$ cat src/rtl/cache_axi_arbiter_pkg.sv
// Shared definitions for the ICache/DCache AXI read arbiter: FSM state
// encoding and the AXI size/burst constants both caches issue.
package cache_axi_arbiter_pkg;

    localparam logic [2:0] ST_IDLE = 3'd0;
    localparam logic [2:0] ST_AR0  = 3'd1;
    localparam logic [2:0] ST_AR1  = 3'd2;
    localparam logic [2:0] ST_R0   = 3'd3;
    localparam logic [2:0] ST_R1   = 3'd4;

    typedef enum logic [2:0] {
        IDLE = ST_IDLE,
        AR0  = ST_AR0,
        AR1  = ST_AR1,
        R0   = ST_R0,
        R1   = ST_R1
    } arb_state_e;

    // Both caches fetch full 32-bit words in incrementing bursts.
    localparam logic [2:0] AXI_SIZE_4B    = 3'b010;
    localparam logic [1:0] AXI_BURST_INCR = 2'b01;

endpackage

$ cat src/rtl/cache_axi_arbiter.sv
// Two-master (ICache s0 / DCache s1) to one AXI read port arbiter with
// round-robin tie-break, one outstanding burst and a sticky beat-count check.
module cache_axi_arbiter
    import cache_axi_arbiter_pkg::*;
#(
    parameter int ADDR_W = 32,
    parameter int DATA_W = 32,
    parameter int LEN_W  = 4,
    parameter int ID_W   = 4
) (
    input  logic              clk,
    input  logic              resetn,
    input  logic [ID_W-1:0]   s0_arid,
    input  logic [ADDR_W-1:0] s0_araddr,
    input  logic [LEN_W-1:0]  s0_arlen,
    input  logic              s0_arvalid,
    output logic              s0_arready,
    output logic [ID_W-1:0]   s0_rid,
    output logic [DATA_W-1:0] s0_rdata,
    output logic [1:0]        s0_rresp,
    output logic              s0_rlast,
    output logic              s0_rvalid,
    input  logic              s0_rready,
    input  logic [ID_W-1:0]   s1_arid,
    input  logic [ADDR_W-1:0] s1_araddr,
    input  logic [LEN_W-1:0]  s1_arlen,
    input  logic              s1_arvalid,
    output logic              s1_arready,
    output logic [ID_W-1:0]   s1_rid,
    output logic [DATA_W-1:0] s1_rdata,
    output logic [1:0]        s1_rresp,
    output logic              s1_rlast,
    output logic              s1_rvalid,
    input  logic              s1_rready,
    output logic [ID_W-1:0]   m_arid,
    output logic [ADDR_W-1:0] m_araddr,
    output logic [LEN_W-1:0]  m_arlen,
    output logic              m_arvalid,
    input  logic              m_arready,
    input  logic [ID_W-1:0]   m_rid,
    input  logic [DATA_W-1:0] m_rdata,
    input  logic [1:0]        m_rresp,
    input  logic              m_rlast,
    input  logic              m_rvalid,
    output logic              m_rready,
    output logic              busy,
    output logic              len_err
);

    arb_state_e        state_q, state_d;
    logic              last_grant_q, last_grant_d;
    logic [LEN_W:0]    beat_cnt_q, beat_cnt_d;
    logic [LEN_W-1:0]  exp_len_q, exp_len_d;
    logic              len_err_q, len_err_d;

    logic              sel_s1;
    logic              g_arvalid, g_rready;
    logic [ID_W-1:0]   g_arid;
    logic [ADDR_W-1:0] g_araddr;
    logic [LEN_W-1:0]  g_arlen;
    logic              last_exp;

    always_ff @(posedge clk or negedge resetn) begin
        if (!resetn) begin
            state_q      <= IDLE;
            last_grant_q <= 1'b0;
            beat_cnt_q   <= '0;
            exp_len_q    <= '0;
            len_err_q    <= 1'b0;
        end else begin
            state_q      <= state_d;
            last_grant_q <= last_grant_d;
            beat_cnt_q   <= beat_cnt_d;
            exp_len_q    <= exp_len_d;
            len_err_q    <= len_err_d;
        end
    end

    // Granted side is a pure function of state; m_rid is never decoded.
    assign sel_s1    = (state_q == AR1) || (state_q == R1);
    assign g_arvalid = sel_s1 ? s1_arvalid : s0_arvalid;
    assign g_arid    = sel_s1 ? s1_arid    : s0_arid;
    assign g_araddr  = sel_s1 ? s1_araddr  : s0_araddr;
    assign g_arlen   = sel_s1 ? s1_arlen   : s0_arlen;
    assign g_rready  = sel_s1 ? s1_rready  : s0_rready;
    assign last_exp  = (beat_cnt_q == {1'b0, exp_len_q});

    assign s0_rid   = m_rid;
    assign s0_rdata = m_rdata;
    assign s0_rresp = m_rresp;
    assign s0_rlast = m_rlast;
    assign s1_rid   = m_rid;
    assign s1_rdata = m_rdata;
    assign s1_rresp = m_rresp;
    assign s1_rlast = m_rlast;

    assign busy    = (state_q != IDLE);
    assign len_err = len_err_q;

    always_comb begin
        state_d      = state_q;
        last_grant_d = last_grant_q;
        beat_cnt_d   = beat_cnt_q;
        exp_len_d    = exp_len_q;
        len_err_d    = len_err_q;
        m_arid       = '0;
        m_araddr     = '0;
        m_arlen      = '0;
        m_arvalid    = 1'b0;
        s0_arready   = 1'b0;
        s1_arready   = 1'b0;
        s0_rvalid    = 1'b0;
        s1_rvalid    = 1'b0;
        // Outside a read burst any stray R beats are swallowed.
        m_rready     = 1'b1;

        unique case (state_q)
            IDLE: begin
                if (s0_arvalid && s1_arvalid)
                    state_d = last_grant_q ? AR0 : AR1;
                else if (s0_arvalid)
                    state_d = AR0;
                else if (s1_arvalid)
                    state_d = AR1;
            end
            AR0, AR1: begin
                m_arid    = g_arid;
                m_araddr  = g_araddr;
                m_arlen   = g_arlen;
                m_arvalid = g_arvalid;
                if (sel_s1) s1_arready = m_arready;
                else        s0_arready = m_arready;
                if (!g_arvalid) begin
                    state_d = IDLE;
                end else if (m_arready) begin
                    state_d      = sel_s1 ? R1 : R0;
                    beat_cnt_d   = '0;
                    exp_len_d    = g_arlen;
                    last_grant_d = sel_s1;
                end
            end
            R0, R1: begin
                if (sel_s1) s1_rvalid = m_rvalid;
                else        s0_rvalid = m_rvalid;
                m_rready = g_rready;
                if (m_rvalid && g_rready) begin
                    beat_cnt_d = beat_cnt_q + 1'b1;
                    if (m_rlast) begin
                        state_d = IDLE;
                        if (!last_exp) len_err_d = 1'b1;
                    end else if (last_exp) begin
                        len_err_d = 1'b1;
                    end
                end
            end
            default: state_d = IDLE;
        endcase
    end

endmodule

$ cat config.mk
export PLATFORM = sky130hd
export DESIGN_NAME = cache_axi_arbiter
export DESIGN_NICKNAME = d
export VERILOG_FILES = /design/src/rtl/cache_axi_arbiter_pkg.sv /design/src/rtl/cache_axi_arbiter.sv
export SDC_FILE = /design/constraint.sdc
export NUM_CORES = 1
export LEC_CHECK = 0
export ABC_CLOCK_PERIOD_IN_PS = 2800
export CAP_MARGIN = 10
export CORE_AREA = 2 2 98 100
export CTS_BUF_LIST = sky130_fd_sc_hd__clkbuf_4 sky130_fd_sc_hd__clkbuf_8
export CTS_CLUSTER_SIZE = 25
export DETAILED_ROUTE_END_ITERATION = 10
export DIE_AREA = 0 0 100 102
export PLACE_DENSITY_LB_ADDON = 0.12
export SLEW_MARGIN = 10
export SYNTH_ARGS = -nofsm -noshare
export SYNTH_HDL_FRONTEND = slang
export SYNTH_SLANG_ARGS = --single-unit
$ cat constraint.sdc
create_clock -name clk -period 2.8 [get_ports clk]
set_input_delay 0.56 -clock clk [delete_from_list [all_inputs] [get_ports clk]]
set_output_delay 0.56 -clock clk [all_outputs]
set_load 0.005 [all_outputs]
; Yosys cells after proc, flatten, opt, wreduce, memory -nomap -nowiden
; Index checks and enable logic that the tools add are counted.
[totals]
mem_bits_rw = 0
mem_bits_ro = 0
mem_count = 0
elab_cells = 66
regBits = 14
latch_bits = 0
[classes]
reduce_logical = 13
bitwise_logic = 0
mul = 0
order_cmp = 0
muxes = 35
div_mod_pow = 0
addsub = 1
shift = 0
n_eq_ne = 12
[ops]
columns = operator, count
row1 = 2-to-1 mux 32 bit, 2
row2 = 2-to-1 mux 3 bit, 8
row3 = 2-to-1 mux 4 bit, 4
row4 = 2-to-1 mux 1 bit, 15
row5 = 2-to-1 mux 5 bit, 3
row6 = AND reduction 4 bit, 3
row7 = "!= test 2 bit, second input constant", 5
row8 = one-hot mux 5 bit (2 select lines), 1
row9 = one-hot mux 3 bit (3 select lines), 1
row10 = "== test 3 x 2 -> 1 bit, second input constant", 2
row11 = "adder 5 x 1 -> 5 bit, second input constant", 1
row12 = == test 5 x 4 -> 1 bit, 1
row13 = "!= test 4 bit, second input constant", 1
row14 = nonzero test 2 bit, 2
row15 = OR reduction 2 bit, 2
row16 = "== test 3 x 1 -> 1 bit, second input constant", 1
row17 = "== test 3 bit, second input constant", 1
row18 = zero test 3 bit, 1
row19 = "!= test 3 bit, second input constant", 1
row20 = AND reduction 3 bit, 1
row21 = nonzero test 3 bit, 1
row22 = logical AND 1 bit, 2
row23 = 2-to-1 mux 2 bit, 1
row24 = logical OR 1 bit, 1

; Longest topological paths before layout
[depth]
ltp_word = 6
depth_mapped = 7
mapped_depth_nobuf = 5

; Worst setup path before layout
; OpenSTA, ideal clock, no wires.
[synth_timing]
path_type = register to output
startpoint = register state_q[2]
endpoint = output port m_araddr[10]
arrival_time_ns = 1.436
stages_incl_launch_ff = 8
path_slack_ns = 0.804
required_time_ns = 2.240
cell_sequence = dfrtp_1 buf_2 nand2b_4 a21o_1 clkbuf_1 clkbuf_1 nand2_1 a21oi_1
[synth_via]
elab_chain_len = 4
[synth_lines]
columns = element, line
row1 = "start, declared", cache_axi_arbiter.sv:50  ; arb_state_e state_q, state_d;
row2 = "start signal, assigned", cache_axi_arbiter.sv:71  ; state_q <= state_d;
row3 = == test 3 x 2 -> 1 bit / == test 3 bit (equally long branches), "cache_axi_arbiter.sv:80, cache_axi_arbiter.sv:117"
row4 = logical OR 1 bit, cache_axi_arbiter.sv:80  ; assign sel_s1 = (state_q == AR1) || (state_q == R1);
row5 = 2-to-1 mux 32 bit, cache_axi_arbiter.sv:83  ; assign g_araddr = sel_s1 ? s1_araddr : s0_araddr;
row6 = 2-to-1 mux 32 bit (*), cache_axi_arbiter.sv:117  ; unique case (state_q)
row7 = "end, declared", cache_axi_arbiter.sv:36  ; output logic [ADDR_W-1:0] m_araddr,
; Every way passes the cells marked *; elsewhere a longest branch is shown, timed or not.

; Worst setup path after layout
[layout_timing]
startpoint = register state_q[1]
endpoint = output port m_araddr[7]
; The elaborated chain is that of the path after synthesis.

==> parameters.txt <==
Parameter                              Value

Drt
  Topmost layer with routed signal wires ... met4
  Residual DRC ... 0
  Routed vias/inst ... 4.32
  Aggregate routed wire length ... ~7000 µm
  Wire length per cell after detailed routing ... 14.6 µm
  Count of vias placed by the detailed router ... around 2100
  Sum of routed wire segments on met1 ... 2660 µm
  Iteration-0 DRC count of the detailed router ... 40
  Met3 Routed Length ... 718 µm
  Remaining number of nets flagged by the antenna check after routing ... 0
  Met2 layer wire length in the routed design ... between 3000 and 4000 µm
  Pre-antenna DRT Iters ... 4

Critical path
  Crit path kind ... reg2out
  Maximum fanout along the worst path ... 34
  Crit. End Element ... primary output
  RR Endpoint ... beat_cnt_q[3]
  Slowest cell on the critical path ... sky130_fd_sc_hd__clkdlybuf4s50_1
  Number of cells on the worst reg-to-reg path ... 7
  RR Startpoint ... state_q[1]
  Arrival time at the worst endpoint ... approximately 2100 ps
  Required time of the critical path ... 2240 ps
  R2R setup slack ... roughly 900 ps
  Critical path launch point ... state_q[1]
  Highest cell delay on the worst timing path ... 530 ps
  Crit-path cells ... nand2b_2 > a21oi_4 > buf_12 > nand2_1 > a21oi_1 > clkdlybuf4s50_1
  Kind of start point of the critical path ... flop

Floorplan
  Starting Density ... 22.3%
  Die boundary height ... 102 µm
  Die area ... 0.0102 mm²
  CORE AREA ... 0.00911 mm²
  Row count ... 35
  Width of the chip ... around 100 µm
  I/O pin cnt ... 253

STA
  Worst Slack Setup Final ... roughly 140 ps
  Tightest slew margin relative to the limit ... 54.8%
  Share of the cycle needed by the critical path after routing ... between 90% and 100%
  Count of endpoints failing setup in the final report ... 0
  Max Clock Freq ... 377 MHz
  Slew at the pin closest to its max-slew limit ... around 680 ps
  RSZ-0062 raised after global routing ... false
  Final Max Tran Viols ... 0
  Setup total negative slack ... 0 ps
  Hold violation count in the final report ... 0
  Crit path time final ... 2660 ps
  Worst-case clock skew ... 1.57 ps

Status
  Status ... finished clean

Clock network
  Clk Tree Root Cell ... sky130_fd_sc_hd__clkbuf_8
  Count of buffers added by post-CTS timing repair for setup ... 0
  TritonCTS clock tree ... yes
  Number of hold buffers added after cts ... 0
  Clock network latency to the later pin of the worst-skew pair ... 250 ps
  Post-cts repair resize count ... 1
  Number of H-tree levels ... 1
  Clock slew at the register clock pins of the worst setup and hold paths ... 60 ps
  Inserted Clock Buffers ... 3
  CTS sink count ... 14
  Maximum clock path buffer count ... 2

Synth
  Mapped Nets ... 435
  Simple-gate portion of the synthesized area ... between 20 and 30%
  EDFF count, synth ... 0
  Area share of the largest cell type after synthesis ... a little under 30%
  FF+latch count, synth ... 14
  Distinct cells, synth ... 35
  Gate Count Post-Synth ... 307
  Mean instance size in the synthesized netlist ... 6.60 µm²
  Adder and majority gate portion of the synthesized area ... 0.617%
  Syn. warnings ... 0
  Fraction of synthesized cell area in xor and xnor cells ... 2.59%
  Most used DFF post-synth ... sky130_fd_sc_hd__dfrtp_1
  Most frequent cell after synthesis ... sky130_fd_sc_hd__nand2_1
  Most area-hungry cell type in the Yosys netlist ... sky130_fd_sc_hd__buf_4
  Mux share of post-synthesis cell area ... 3.52%
  Post-synth ARST share ... 100%
  Fraction of the mapped netlist area in compound gates ... 17.5%
  Sequential area share after synthesis ... approximately 17%
  Commonest cells post-synth ... sky130_fd_sc_hd__nand2_1 (87), sky130_fd_sc_hd__buf_4 (78), sky130_fd_sc_hd__a21oi_1 (38)
  Summed instance area of the synthesized netlist ... ~0.0020 mm²
  Dominant combinational cell family by area after synthesis ... buffers and inverters
  Biggest area contributors in the synthesized netlist ... sky130_fd_sc_hd__buf_4 (29%), sky130_fd_sc_hd__dfrtp_1 (17%), sky130_fd_sc_hd__nand2_1 (16%)

Min path
  Hold/Removal Path Class ... reg2reg
  Cells on Worst Hold Path ... 1
  Capture endpoint of the worst hold path ... len_err
  Beginning of the worst hold path ... len_err

Cells and area
  Area growth from synthesis to layout ... 52.3%
  Share of layout cells above drive strength 1 ... 6.52%
  Count of antenna diodes in the layout ... 0
  Number of nets in the layout ... 497
  Final cell area excluding filler cells ... around 0.003 mm²
  Number of non-filler instances in the completed layout ... approximately 480
  Number of filler cells placed in the layout ... between 900 and 1000

Placed design
  Cell count after placement ... roughly 480
  Global placer's final weighted congestion ... 0.802
  Port buffer count ... 138
  Estimated wirelength of the detail-placed design ... 5550 µm
  Post-Place Cell Area ... 0.00302 mm²
  Worst-case setup slack after placement ... between 200 and 300 ps

Pwr
  Leakage power ... 1.25 nW
  Power per standard cell area ... 962 mW/mm²
  Total design power ... ~3.0 mW
  Worst VDD drop ... between 0.3 and 0.4 mV

GRT
  Antenna violations before repair ... 0
  Overflow left after global routing ... 0
  Global router's overall resource usage ... about an eighth
  First-pass GRT wire length ... between 10000 and 15000 µm
  Pin count of the biggest net entering global routing ... 35
  Via count of the first global-routing pass ... 2107

Job
  Max-capacitance violation count ... 0
layout by cell type, fill, tap and decap left out, types with 2 or more instances in the layout:
master,instances
sky130_fd_sc_hd__nor2_1,10
sky130_fd_sc_hd__o21bai_1,2
sky130_fd_sc_hd__dfrtp_1,13
sky130_fd_sc_hd__xor2_1,2
sky130_fd_sc_hd__nand4_1,2
sky130_fd_sc_hd__nand3b_1,4
sky130_fd_sc_hd__buf_4,9
sky130_fd_sc_hd__a21oi_1,37
sky130_fd_sc_hd__o31ai_1,2
sky130_fd_sc_hd__clkbuf_8,4
sky130_fd_sc_hd__mux2i_1,5
sky130_fd_sc_hd__inv_1,4
sky130_fd_sc_hd__o211ai_1,3
sky130_fd_sc_hd__o21ai_0,11
sky130_fd_sc_hd__nor3_1,4
sky130_fd_sc_hd__clkdlybuf4s50_1,137
sky130_fd_sc_hd__nand2_1,87
sky130_fd_sc_hd__nor3b_1,3
sky130_fd_sc_hd__buf_12,2
sky130_fd_sc_hd__nand3_1,3
sky130_fd_sc_hd__xnor2_1,4
cell families (layout without fill, tap and decap cells):
family,count (synthesis),count (layout)
buffers and inverters,97,158
muxes,7,7
AOI/OAI and AO/OA,62,62
adders and majority gates,1,1
xor gates and xnor gates,6,6
DFF,14,14
and+or+nand+nor,120,120
worst max-delay path by stage:
| stage | endpoint | slack (ps) | cells past startpoint |
|---|---|---|---|
| 2_1_floorplan | m_araddr[10] | 800 | 7 |
| 3_3_place_gp | m_arvalid | 300 | 4 |
| 3_5_place_dp | m_araddr[4] | 260 | 6 |
| 4_1_cts | m_araddr[4] | 40 | 6 |
| 5_1_grt | m_arlen[0] | 20 | 6 |
| 6_report | m_araddr[7] | 140 | 6 |
routing by layer:
layer | vias up | GRT usage (%)
li1 | 1052 | -
met5 | - | 0
met1 | 893 | 12.9
met3 | 7 | 4.24
met4 | 0 | 2.00
met2 | 117 | 25.1
final cells by class:
class                           instances  area [µm²]  share of cell area (%)
Tap cell                              111         139                    4.50
Clock buffer                            4        55.1                    1.78
Timing Repair Buffer                  150        1500                    48.7
Sequential cell                        14         352                    11.4
Inverter                                4        15.0                   0.486
Multi-Input combinational cell        196        1020                    33.2
flip-flops by register name (all words and copies together) (netlist names):
signal,cells
beat_cnt_q,5
exp_len_q,4
state_q,3
last_grant_q,1
len_err,1
metrics by stage:
step	utilization [%]	hold WS (ps)
after detailed placement	33.1	471
after floorplan	-	264
after CTS	33.7	491
final	33.9	482
after global placement	33.1	468
after global routing	33.9	506
worst max-delay path: cells and delay by family (launching register included):
family	cells	cell delay, ps
flip-flops	1	450
AND/OR/NAND/NOR	2	310
AO/OA/AOI/OAI	2	340
buffers and inverters	2	750
where the power goes:
| part | switching [mW] | internal [mW] |
|---|---|---|
| Clock | 0.0782 | 0.125 |
| Sequential | 0.0790 | 0.273 |
| Combinational | 1.10 | 1.31 |
| Total | 1.26 | 1.71 |
Power figures use the tool's default switching activity.
